### src/rtl/serial_addsub_pkg.sv
`default_nettype none
// ============================================================================
// Module      : serial_addsub_pkg
// Description : Shared definitions for the chunk-serial adder/subtractor.
//               Holds the 2-bit controller state encoding and a helper that
//               sizes the chunk counter (never narrower than one bit).
// Ports       : none (package)
// Revision    : 1.0 - initial release
// ============================================================================
package serial_addsub_pkg;

  // Controller state encoding
  localparam logic [1:0] c_st_idle = 2'd0;
  localparam logic [1:0] c_st_run  = 2'd1;
  localparam logic [1:0] c_st_fin  = 2'd2;

  // Width of a counter able to hold 0..n-1; a single-chunk datapath still
  // gets a 1-bit counter so the port/register never collapses to zero width.
  function automatic int cnt_width(input int n);
    return (n <= 1) ? 1 : $clog2(n);
  endfunction

endpackage : serial_addsub_pkg
`default_nettype wire

### src/rtl/adder_nbit.sv
`default_nettype none
// ============================================================================
// Module      : adder_nbit
// Description : Parametrised N-bit combinational ripple-carry adder built as
//               a chain of full_adder cells.
// Ports       : a, b   [N-1:0] - addends
//               cin            - carry into bit 0
//               sum  [N-1:0]   - sum
//               carry          - carry out of bit N-1
// Revision    : 1.0 - initial release
// ============================================================================
module adder_nbit #(
  parameter int N = 4
) (
  input  logic [N-1:0] a,
  input  logic [N-1:0] b,
  input  logic         cin,
  output logic [N-1:0] sum,
  output logic         carry
);

  logic [N:0] w_c;

  assign w_c[0] = cin;

  for (genvar i = 0; i < N; i++) begin : g_bit
    full_adder u_fa (
      .a    (a[i]),
      .b    (b[i]),
      .cin  (w_c[i]),
      .sum  (sum[i]),
      .cout (w_c[i+1])
    );
  end

  assign carry = w_c[N];

endmodule : adder_nbit
`default_nettype wire

### src/rtl/full_adder.sv
`default_nettype none
// ============================================================================
// Module      : full_adder
// Description : Single-bit full adder cell.
// Ports       : a, b, cin  - addend bits and carry in
//               sum, cout  - sum bit and carry out
// Revision    : 1.0 - initial release
// ============================================================================
module full_adder (
  input  logic a,
  input  logic b,
  input  logic cin,
  output logic sum,
  output logic cout
);

  assign sum  = a ^ b ^ cin;
  assign cout = (a & b) | (cin & (a ^ b));

endmodule : full_adder
`default_nettype wire

### src/rtl/serial_addsub.sv
`default_nettype none
// ============================================================================
// Module      : serial_addsub
// Description : Chunk-serial adder/subtractor. Processes a WIDTH-bit add or
//               subtract CHUNK bits per clock through a single CHUNK-bit
//               ripple adder, with a START/BUSY/DONE handshake and
//               carry/borrow plus signed-overflow flags.
// Ports       : clk             - rising-edge clock
//               rst_n           - asynchronous active-low reset
//               start           - request, accepted when busy is low
//               sub             - 0: a+b+cin, 1: a-b (cin ignored)
//               a, b  [WIDTH]   - operands, sampled on accept
//               cin             - carry in for add mode, sampled on accept
//               busy            - high while the operation is running
//               done            - one-cycle pulse when the result is valid
//               sum   [WIDTH]   - result, updated only with done
//               carry           - carry out of MSB (sub: 1 = no borrow)
//               ovf             - two's-complement signed overflow
// Revision    : 1.0 - initial release
// ============================================================================
module serial_addsub
  import serial_addsub_pkg::*;
#(
  parameter int WIDTH = 16,
  parameter int CHUNK = 4
) (
  input  logic             clk,
  input  logic             rst_n,
  input  logic             start,
  input  logic             sub,
  input  logic [WIDTH-1:0] a,
  input  logic [WIDTH-1:0] b,
  input  logic             cin,
  output logic             busy,
  output logic             done,
  output logic [WIDTH-1:0] sum,
  output logic             carry,
  output logic             ovf
);

  localparam int NCHUNK = (CHUNK > 0) ? (WIDTH / CHUNK) : 1;
  localparam int CW     = cnt_width(NCHUNK);
  localparam logic [CW-1:0] c_last_idx = CW'(NCHUNK - 1);

  if ((CHUNK < 1) || (CHUNK > WIDTH) || ((WIDTH % ((CHUNK > 0) ? CHUNK : 1)) != 0))
  begin : g_bad_params
    $error("serial_addsub: WIDTH (%0d) must be a positive multiple of CHUNK (%0d)",
           WIDTH, CHUNK);
  end

  logic [1:0]       r_state;
  logic [WIDTH-1:0] r_opa;
  logic [WIDTH-1:0] r_opb;
  logic [WIDTH-1:0] r_res;
  logic             r_carry;
  logic [CW-1:0]    r_idx;

  logic [CHUNK-1:0] w_ac;
  logic [CHUNK-1:0] w_bc;
  logic [CHUNK-1:0] w_s;
  logic             w_co;
  logic [WIDTH-1:0] w_res_next;
  logic             w_accept;
  logic             w_last;

  // Operands are shifted right one chunk per RUN cycle, so the chunk being
  // processed always sits in the low bits; no variable part-select is needed.
  // On the last chunk the low bits therefore hold the operand MSBs.
  assign w_ac = r_opa[CHUNK-1:0];
  assign w_bc = r_opb[CHUNK-1:0];

  adder_nbit #(
    .N (CHUNK)
  ) u_adder (
    .a     (w_ac),
    .b     (w_bc),
    .cin   (r_carry),
    .sum   (w_s),
    .carry (w_co)
  );

  // The result is assembled from the top down: each new chunk enters at the
  // MSB end and earlier chunks move one chunk lower. After NCHUNK steps the
  // first chunk has arrived at bit 0.
  always_comb begin
    w_res_next                    = r_res >> CHUNK;
    w_res_next[WIDTH-1 -: CHUNK]  = w_s;
  end

  assign w_accept = start && (r_state != c_st_run);
  assign w_last   = (r_idx == c_last_idx);

  assign busy = (r_state == c_st_run);
  assign done = (r_state == c_st_fin);

  always_ff @(posedge clk or negedge rst_n) begin
    if (!rst_n) begin
      r_state <= c_st_idle;
      r_opa   <= '0;
      r_opb   <= '0;
      r_res   <= '0;
      r_carry <= 1'b0;
      r_idx   <= '0;
      sum     <= '0;
      carry   <= 1'b0;
      ovf     <= 1'b0;
    end else begin
      case (r_state)
        c_st_idle, c_st_fin: begin
          if (w_accept) begin
            r_opa   <= a;
            // Subtract is a + ~b + 1: invert b here and force carry in.
            r_opb   <= sub ? ~b : b;
            r_carry <= sub ? 1'b1 : cin;
            r_idx   <= '0;
            r_state <= c_st_run;
          end else begin
            r_state <= c_st_idle;
          end
        end

        c_st_run: begin
          r_opa   <= r_opa >> CHUNK;
          r_opb   <= r_opb >> CHUNK;
          r_res   <= w_res_next;
          r_carry <= w_co;
          r_idx   <= r_idx + 1'b1;
          if (w_last) begin
            sum     <= w_res_next;
            carry   <= w_co;
            // Overflow uses the post-inversion b operand's sign bit.
            ovf     <= (w_ac[CHUNK-1] == w_bc[CHUNK-1]) &&
                       (w_s[CHUNK-1] != w_ac[CHUNK-1]);
            r_state <= c_st_fin;
          end
        end

        default: r_state <= c_st_idle;
      endcase
    end
  end

endmodule : serial_addsub
`default_nettype wire

### config.mk
export PLATFORM = sky130hd
export DESIGN_NAME = serial_addsub
export DESIGN_NICKNAME = d
export VERILOG_FILES = /design/src/rtl/serial_addsub_pkg.sv /design/src/rtl/adder_nbit.sv /design/src/rtl/full_adder.sv /design/src/rtl/serial_addsub.sv
export SDC_FILE = /design/constraint.sdc
export NUM_CORES = 1
export LEC_CHECK = 0
export CORE_MARGIN = 5
export CORE_UTILIZATION = 51
export DETAILED_ROUTE_END_ITERATION = 8
export GPL_ROUTABILITY_DRIVEN = 1
export PLACE_DENSITY = 0.8
export SYNTH_ARGS = -nofsm -noshare
export SYNTH_HDL_FRONTEND = slang
export SYNTH_SLANG_ARGS = --single-unit
### constraint.sdc
create_clock -name clk -period 3.15 [get_ports clk]
set_input_delay 0.63 -clock clk [delete_from_list [all_inputs] [get_ports clk]]
set_output_delay 0.63 -clock clk [all_outputs]
set_load 0.02 [all_outputs]
Word level (Yosys, flattened, before mapping)
Cells that the tools add are included.
- flip-flop bits (word level): 71
- bits in latches: 0
- bits in writable memories: 0
- ROM bits: 0
- input bits: 37
- output and inout bits: 20
- memories kept: 0
- add/sub/neg operators: 1
- $mul: 0
- div/mod/pow operators: 0
- $lt $le $gt $ge: 0
- eq/ne operators: 8
- shift operators: 0
- multiplexer cells: 13
- bitwise operators: 21
- reduce and logical (&&, ||, !) cells: 7
- operators by type and width (cell ; count):
    16-bit case mux with 2 select lines ; 2
    16-bit 2-to-1 mux ; 3
    16-bit NOT ; 1
    1-bit AND ; 8
    2-bit case mux with 2 select lines ; 2
    1-bit XOR ; 8
    2-bit == test (second input constant) ; 2
    2-bit 2-to-1 mux ; 2
    2-bit by 1-bit inequality test with 1-bit output (second input constant) ; 2
    1-bit bitwise OR ; 4
    2-bit AND reduction ; 2
    1-bit 2-to-1 mux ; 3
    2-bit by 1-bit adder with 2-bit output (second input constant) ; 1
    2-bit by 1-bit == test with 1-bit output (second input constant) ; 1
    1-bit logical AND ; 2
    2-bit zero test ; 1
    2-bit inequality test (second input constant) ; 1
    1-bit case mux with 2 select lines ; 1
    2-bit nonzero test ; 1
    2-bit OR reduction ; 1
    1-bit == test ; 1
    1-bit inequality test ; 1

Depth between registers and ports, before layout
Gate-level depths: netlist (run 1).
- word-level depth: 10
- mapped depth: 9

Cells and area by module
From an unflattened synthesis (run 1), not the netlist that was laid out.
- cell total of the unflattened synthesis: 221
- area, all modules: 2901.5 um^2
- by module, submodules not included (module ; instances ; cells each ; area each (um^2) ; seq. area each (um^2)):
    serial_addsub ; 1 ; 217 ; 2821.5 ; 1676.6
    full_adder ; 4 ; 1 ; 20.0 ; 0.0

Worst setup path before layout (run 1)
Ideal clock, no wire load.
- path type: reg2reg
- from: register r_carry
- to: register ovf
- arrival: 2.200 ns
- setup slack: 0.854 ns
- cell stages (with the launch flop): 10
- buffers on the path: 0
- period minus slack after synthesis: 2.296 ns
- cells stage by stage: dfrtp_1 > fa_1 > inv_1 > fa_1 > inv_1 > fa_1 > inv_1 > fa_1 > xor2_1 > o31ai_1
- word-level cells in the longest chain between the ends: 9
- ends and longest elaborated chain (element ; RTL line ; source):
    start, declared ; serial_addsub.sv:55 ; logic r_carry;
    start signal, assigned ; serial_addsub.sv:114 ; r_carry <= sub ? 1'b1 : cin;
    start signal, assigned ; serial_addsub.sv:126 ; r_carry <= w_co;
    1-bit AND ; full_adder.sv:18 ; assign cout = (a & b) | (cin & (a ^ b));
    1-bit bitwise OR ; full_adder.sv:18 ;
    1-bit AND ; full_adder.sv:18 ;
    1-bit bitwise OR ; full_adder.sv:18 ;
    1-bit AND ; full_adder.sv:18 ;
    1-bit bitwise OR ; full_adder.sv:18 ;
    1-bit XOR ; full_adder.sv:17 ; assign sum = a ^ b ^ cin;
    1-bit inequality test ; serial_addsub.sv:133 ; (w_s[CHUNK-1] != w_ac[CHUNK-1]);
    1-bit logical AND ; serial_addsub.sv:132 ; ovf <= (w_ac[CHUNK-1] == w_bc[CHUNK-1]) &&
    end signal, assigned ; serial_addsub.sv:132 ;
    end, declared ; serial_addsub.sv:38 ; output logic ovf
No other way between the ends.
A chain may end at the register's enable or synchronous reset.

Worst setup path in the final report (run 1)
Same ends and word-level chain as after synthesis.

==> results of run 1 <==
==> power groups by stage <==
| stage | combinational [uW] | sequential (uW) | clock (uW) |
|---|---|---|---|
| after CTS | 1590 | 1500 | 612 |
| after global placement | 1530 | 1490 | 0 |
| after floorplan | 1040 | 1580 | 0 |
| final | 1560 | 1500 | 594 |
| after detailed placement | 1590 | 1520 | 0 |
| after global routing | 1750 | 1550 | 645 |
==> layer usage <==
metal / GRT usage [%] / vias up / share of wire (%)
met5: 0 / - / 0
li1: - / 964 / -
met3: 4.51 / 11 / 7.0
met4: 7.34 / 0 / 1.5
met2: 26.1 / 60 / 48
met1: 21.6 / 991 / 43
==> logic make-up after synthesis <==
group                    count (synthesis)  share of synthesized area (%)
adder cells (fa/ha/maj)                  6                           3.57
XOR/XNOR                                17                           5.06
flip-flops                              67                           56.9
buffers and inverters                   28                           6.03
AO/OA/AOI/OAI                           43                           11.9
AND/OR/NAND/NOR                         78                           11.2
multiplexers                            14                           5.35
==> flip-flops by register name, summed over array words and instances, names as in the netlist <==
register  flops
carry         1
ovf           1
r_carry       1
r_idx         2
r_opa        16
r_opb        16
r_res        12
r_state       2
sum          16
==> worst register-to-register path: stages, from the launching register on <==
cell and delay, ns:
dfrtp_1 0.40, fa_1 0.41, inv_1 0.07, fa_1 0.16
inv_1 0.05, fa_1 0.35, inv_1 0.07, fa_1 0.45
xor2_1 0.16, o31ai_1 0.20
==> layout make-up <==
class / count / area share, %
clock buffers: 12 / 4.26
inverters: 9 / 0.928
multi-input cells: 158 / 30.0
flip-flops and latches: 67 / 46.1
well taps: 72 / 2.48
repair buffers: 61 / 16.3
==> cell usage after synthesis <==
| master | n |
|---|---|
| nand2b_1 | 2 |
| a22o_1 | 9 |
| nand3_1 | 12 |
| fa_1 | 4 |
| nor2b_1 | 2 |
| xor2_1 | 5 |
| mux2_1 | 1 |
| inv_1 | 8 |
| ha_1 | 2 |
| a22oi_1 | 10 |
| o31ai_1 | 1 |
| dfrtp_1 | 67 |
| inv_2 | 1 |
| clkbuf_1 | 1 |
| mux2_2 | 13 |
| a221o_1 | 14 |
| buf_6 | 6 |
| nand2_1 | 46 |
| nand3b_2 | 1 |
| o211ai_1 | 1 |
| nor2_1 | 12 |
| nor2_2 | 1 |
| xnor2_1 | 12 |
| o21ai_0 | 8 |
| buf_4 | 5 |
| nor3_1 | 2 |
| buf_2 | 7 |
==> final timing paths <==
kind | start | endpoint | slack (ns)
setup / recovery | r_carry | ovf | 0.73
hold / removal | rst_n | sum[2] | 0.47
setup reg to reg | r_carry | ovf | 0.73
hold reg to reg | r_res[6] | r_res[6] | 0.48
max in group asynchronous | rst_n | r_opb[6] | 2.16
min in group clk | r_res[6] | r_res[6] | 0.48
==> through the flow <==
stage,util (%),hold WS [ns]
finish,65.3,0.465
global route,65.3,0.517
CTS,65.3,0.482
detailed placement,62.5,0.466
global placement,62.5,0.457
floorplan,-,0.334
==> placed cells by master, fill, tap and decap left out <==
| cell | count |
|---|---|
| buf_2 | 1 |
| mux2_2 | 13 |
| o31ai_1 | 1 |
| nor3_1 | 2 |
| buf_4 | 5 |
| inv_1 | 8 |
| nand2_1 | 46 |
| xnor2_1 | 12 |
| a22oi_1 | 10 |
| o21ai_0 | 8 |
| clkdlybuf4s50_1 | 55 |
| a221o_1 | 14 |
| clkbuf_1 | 1 |
| nor2_1 | 12 |
| nand3b_2 | 1 |
| ha_1 | 2 |
| a22o_1 | 9 |
| o211ai_1 | 1 |
| nand2b_1 | 2 |
| clkbuf_8 | 11 |
| inv_2 | 1 |
| nand3_1 | 12 |
| mux2_1 | 1 |
| dfrtp_1 | 67 |
| nor2b_1 | 2 |
| xor2_1 | 5 |
| nor2_2 | 1 |
| fa_1 | 4 |
==> results.rst, run 1 <==
.. list-table::
   :header-rows: 1

   * - Metric
     - Value
   * - Clk network pwr share
     - 16.3%
   * - Number of standard-cell rows in the floorplan
     - 27
   * - Arrival time at the worst endpoint
     - 2.65 ns
   * - Post-CTS Setup Bufs
     - 0
   * - Final standard cell count with taps included and fillers excluded
     - 379
   * - Hold Buf Count CTS
     - 0
   * - Number of resized instances in the post-cts repair step
     - 0
   * - Share of the synthesized area in the top cell type
     - 56.9%
   * - Max frequency
     - 413 MHz
   * - Largest net degree at the start of global routing
     - 68
   * - First-pass GRT wire length
     - 9610 um
   * - Antenna violations before repair
     - 0
   * - Total area of multi-input combinational cells
     - 1090 um2
   * - Number of antenna-violating nets in the routed design
     - 0
   * - Final worst slack
     - 0.730 ns
   * - Cell internal pwr
     - 2300 uW
   * - Initial core utilization
     - 52.8%
   * - Fin Clk Skew
     - 0.00664 ns
   * - Leakage power
     - 0.00168 uW
   * - Weighted congestion reported at the end of routability-driven placement
     - 0.736
   * - Power spent charging and discharging nets
     - 1360 uW
   * - Register area
     - 1680 um2
   * - Number of nets in the layout
     - 349
   * - Post-route clock period utilization
     - 76.8%
   * - Logic pwr share
     - 42.7%
   * - Number of clock buffers inserted by TritonCTS
     - 9
   * - Design Area, Final
     - 3640 um2
   * - Critical-path top delay cell
     - fa_1
   * - Cell area after synthesis
     - 2950 um2
   * - # setup viols final
     - 0
   * - Worst-case headroom to the max-slew limit
     - 38.5%
   * - DIE HEIGHT
     - 86.0 um
   * - IO Count
     - 57
   * - Crit path largest cell delay
     - 0.45 ns
   * - Status
     - finished clean
   * - Top cells by area in the synthesized netlist
     - dfrtp_1 (57%), nand2_1 (5.9%), mux2_2 (5.0%)
   * - Clock-pin slew reported for the worst setup and hold paths after clock tree synthesis
     - 0.06 ns
   * - Worst Reg-to-Reg Cells
     - 9
   * - Detailed-placement wirelength estimate
     - 3870 um
   * - Routed via count divided by cell count
     - 5.35
   * - Antenna diode count
     - 0
   * - Final global-route overflow total
     - 0
   * - RSZ-0062 raised after global routing
     - no
   * - Slew Limit Fails
     - 0
   * - # H-tree levels
     - 3
   * - Count of yosys warnings during synthesis
     - 0
   * - Final Critical Period
     - 2.42 ns
   * - Drt drc
     - 0
   * - Die area
     - 7400 um2
   * - Post-Syn Area per Cell
     - 11.6 um2
   * - Die width
     - 86.0 um
   * - Post-placement setup slack
     - 0.729 ns
   * - Biggest area consumer among synthesized cells
     - dfrtp_1
   * - Area of the core region
     - 5570 um2
   * - Clock latency reported for the late side of the worst-skew pair
     - 0.33 ns
   * - Buffer depth of the longest clock path
     - 2
   * - Aggregate routed wire length
     - 5620 um
   * - Transition time of the tightest slew-check pin
     - 0.923 ns
   * - Number of endpoints with negative hold slack in the final report
     - 0
   * - Top fanout value on the critical path
     - 3
   * - Cells after DPL
     - 367
   * - Final Total Pwr
     - 3660 uW
   * - Crit-path most repeated cell
     - fa_1
   * - Power Dens Cells
     - 1000 nW/um2
   * - TritonCTS clock tree
     - yes
   * - Detailed Routing Iterations Pass 1
     - 4
   * - Area post-placement
     - 3480 um2
   * - DR vias
     - 2026
   * - Switch share
     - 37.1%
   * - I/O Buffers
     - 56
   * - Type of the worst setup path
     - register to register
   * - Post-synthesis instance total
     - 253
   * - Number of filler cells placed in the layout
     - 461
   * - Number of global-route vias before repair
     - 2004
   * - Critical path data required time
     - 3.38 ns
   * - DRC marker count from the first detailed-route iteration
     - 98
   * - Number of stages on the worst setup path
     - 9
   * - HP Class
     - primary input to asynchronous set/reset pin
   * - Worst Setup End Kind
     - register
   * - GR Util All Layers
     - 16.6%
   * - Worst setup SP type
     - register
   * - Total clock sinks
     - 67
   * - Routed length per instance
     - 14.8 um
   * - Seq/Total Area, Yosys
     - 56.9%
   * - Layout overhead on the synthesized area
     - 23.6%
   * - Yosys reg bits
     - 67
   * - Post-synth cell types
     - 27
   * - Root Buffer Master
     - clkbuf_8
   * - Category of cells accounting for the largest share of critical-path delay
     - adder cells
   * - Relative contribution of sequential cells to total power
     - 41.0%
   * - Cell chain of the critical path
     - fa_1 -> inv_1 -> fa_1 -> inv_1 -> fa_1 -> inv_1 -> fa_1 -> xor2_1 -> o31ai_1
   * - Post-Route Setup TNS
     - 0 ns
   * - Number of nets produced by synthesis
     - 296
   * - Number of max-cap violations
     - 0
   * - Buffers and inverters on the worst path
     - 3
   * - Worst IR drop on VDD
     - 0.483 mV
   * - Fraction of layout instances using a drive strength above 1
     - 10.7%
Note: power is estimated with default switching activity, not from simulation.
==> run 2, diff against run 1 <==
- clock period: 3.15 -> 2.4 ns (I/O delays scaled with it)
==> run 2 against run 1 <==
  * Clock power is 51% higher
  * Critical path depth stayed put
  * Routed wire length is 8.9% higher
  * The flow now finishes with violations (setup timing)
  * Setup slack worse by 0.77 ns
  * Global-route usage is 1.3 points higher
  * Count of clock-buffer cells in the layout is 2 higher
  * Die area stayed put
==> results.rst, run 2 (synthesized netlist as in run 1, its figures left out) <==
.. list-table::
   :header-rows: 1

   * - Metric
     - Value
   * - Status
     - finished, violations left
   * - Failing checks
     - setup timing
   * - Logic pwr share
     - 43.3%
   * - DR vias
     - 2055
   * - Number of max-cap violations
     - 0
   * - Hold Worst Slack
     - 0.151 ns
   * - Critical path data required time
     - 2.63 ns
   * - Antenna diode count
     - 0
   * - Met3 routed wirelength
     - 296 um
   * - Worst-case headroom to the max-slew limit
     - 43.1%
   * - Critical-path top delay cell
     - fa_1
   * - Leading cell types in the layout, fill and taps excluded
     - dfrtp_1 (67), clkdlybuf4s50_1 (55), nand2_1 (46)
   * - # setup viols final
     - 1
   * - Final global-route overflow total
     - 0
   * - Drt drc
     - 0
   * - Die area
     - 7400 um2
   * - Top fanout value on the critical path
     - 2
   * - # H-tree levels
     - 3
   * - Final worst slack
     - -0.0431 ns
   * - Weighted congestion reported at the end of routability-driven placement
     - 0.730
   * - Routed via count divided by cell count
     - 5.34
   * - IO Count
     - 57
   * - Post-route clock period utilization
     - 102%
   * - Aggregate routed wire length
     - 6120 um
   * - Register-to-register setup slack
     - -0.04 ns
   * - Number of nets in the layout
     - 351
   * - Detailed Routing Iterations Pass 1
     - 4
   * - Crit path largest cell delay
     - 0.43 ns
   * - First-pass GRT wire length
     - 10200 um
   * - Power Dens Cells
     - 1370 nW/um2
   * - Worst IR drop on VDD
     - 0.647 mV
   * - DRC marker count from the first detailed-route iteration
     - 82
   * - Cell internal pwr
     - 3190 uW
   * - Total clock sinks
     - 67
   * - Total met2 wirelength after detailed routing
     - 3100 um
   * - Relative contribution of sequential cells to total power
     - 39.1%
   * - Worst setup SP type
     - register
   * - Top flop regs
     - r_opa x16, r_opb x16, sum x16
   * - Clk network pwr share
     - 17.6%
   * - Number of endpoints with negative hold slack in the final report
     - 0
   * - Clock-pin slew reported for the worst setup and hold paths after clock tree synthesis
     - 0.07 ns
   * - I/O Buffers
     - 56
   * - Post-placement setup slack
     - -0.0533 ns
   * - Cell chain of the critical path
     - fa_2 -> inv_2 -> fa_2 -> inv_2 -> fa_2 -> inv_2 -> fa_1 -> xor2_1 -> o31ai_1
   * - Slew Limit Fails
     - 0
   * - Arrival time at the worst endpoint
     - 2.67 ns
   * - Number of antenna-violating nets in the routed design
     - 0
   * - End-of-flow core utilization
     - 66.5%
   * - Largest net degree at the start of global routing
     - 43
   * - Routed length per instance
     - 15.9 um
   * - Category of cells accounting for the largest share of critical-path delay
     - adder cells
   * - Number of clock buffers inserted by TritonCTS
     - 9
   * - Hold Buf Count CTS
     - 0
   * - Initial core utilization
     - 52.8%
   * - DIE HEIGHT
     - 86.0 um
   * - Switch share
     - 37.2%
   * - Buffer depth of the longest clock path
     - 2
   * - Power spent charging and discharging nets
     - 1890 uW
   * - RSZ-0062 raised after global routing
     - yes
   * - Worst Setup End Kind
     - register
   * - Highest metal layer with signal wires
     - met4
   * - Number of global-route vias before repair
     - 2104
   * - Final Critical Period
     - 2.44 ns
   * - Leading cell type in the layout, fill and taps excluded
     - dfrtp_1
   * - Root Buffer Master
     - clkbuf_8
   * - Max frequency
     - 409 MHz
   * - Fin Clk Skew
     - 0.00790 ns
   * - Post-Route Setup TNS
     - -0.0431 ns
   * - Die width
     - 86.0 um
   * - GR Util All Layers
     - 17.9%
   * - Area of the core region
     - 5570 um2
   * - TritonCTS clock tree
     - yes
   * - M1 wire length
     - 2650 um
   * - Leakage power
     - 0.00170 uW
   * - HP Class
     - primary input to asynchronous set/reset pin
   * - Number of standard-cell rows in the floorplan
     - 27
   * - Antenna violations before repair
     - 0
   * - Clock latency reported for the late side of the worst-skew pair
     - 0.33 ns
   * - Detailed-placement wirelength estimate
     - 4110 um
   * - Type of the worst setup path
     - register to register
   * - Layout overhead on the synthesized area
     - 25.9%
   * - Transition time of the tightest slew-check pin
     - 0.852 ns
   * - Fraction of layout instances using a drive strength above 1
     - 13.4%
   * - Buffers and inverters on the worst path
     - 3
run 2: worst reg2reg max path: stages, from the launching register on:
cell and delay (ns):
dfrtp_1 0.41, fa_2 0.40, inv_2 0.08, fa_2 0.22, inv_2 0.05, fa_2 0.33, inv_2 0.06, fa_1 0.43
xor2_1 0.17, o31ai_1 0.20
run 2: final cells by class:
class	instances	area, um2
Clock buffer	14	153
Timing Repair Buffer	63	621
Fill cell	448	1870
Clock inverter	2	35.0
Tap cell	72	90.1
Sequential cell	67	1680
Multi-Input combinational cell	158	1100
Inverter	9	33.8
run 2: what timing repair did:
| item | 4_1_cts | 5_1_grt |
|---|---|---|
| pin swaps | 4 | 3 |
| endpoints found under the setup margin | 1 | 3 |
| setup buffers | 1 | 0 |
| resized for setup | 6 | 1 |
run 2: final timing paths:
check	cells after the start	startpoint	endpoint
max	9	r_opa[0]	ovf
min	1	rst_n	sum[6]
max reg2reg	9	r_opa[0]	ovf
min reg2reg	2	sum[13]	sum[13]
max in group asynchronous	2	rst_n	r_opb[11]
min in group clk	2	sum[13]	sum[13]
run 2: through the flow:
step / power, uW / cells / cell area, um2
floorplan: 3430 / 253 / 2950
global placement: 3990 / 368 / 3500
detailed placement: 4110 / 368 / 3500
CTS: 5100 / 385 / 3710
global route: 5450 / 385 / 3710
finish: 5080 / 385 / 3710
run 2: per-layer routing:
metal  track usage (%)  vias to the layer above
met5                 0                        -
li1                  -                      976
met3              3.94                        8
met4              6.91                        0
met2              29.7                       58
met1              22.8                     1013
run 2: power groups by stage:
stage / Combinational [uW] / Clock, uW / Sequential (uW)
finish: 2200 / 895 / 1990
global route: 2430 / 969 / 2040
CTS: 2200 / 911 / 1990
detailed placement: 2120 / 0 / 2000
global placement: 2030 / 0 / 1960
floorplan: 1360 / 0 / 2070
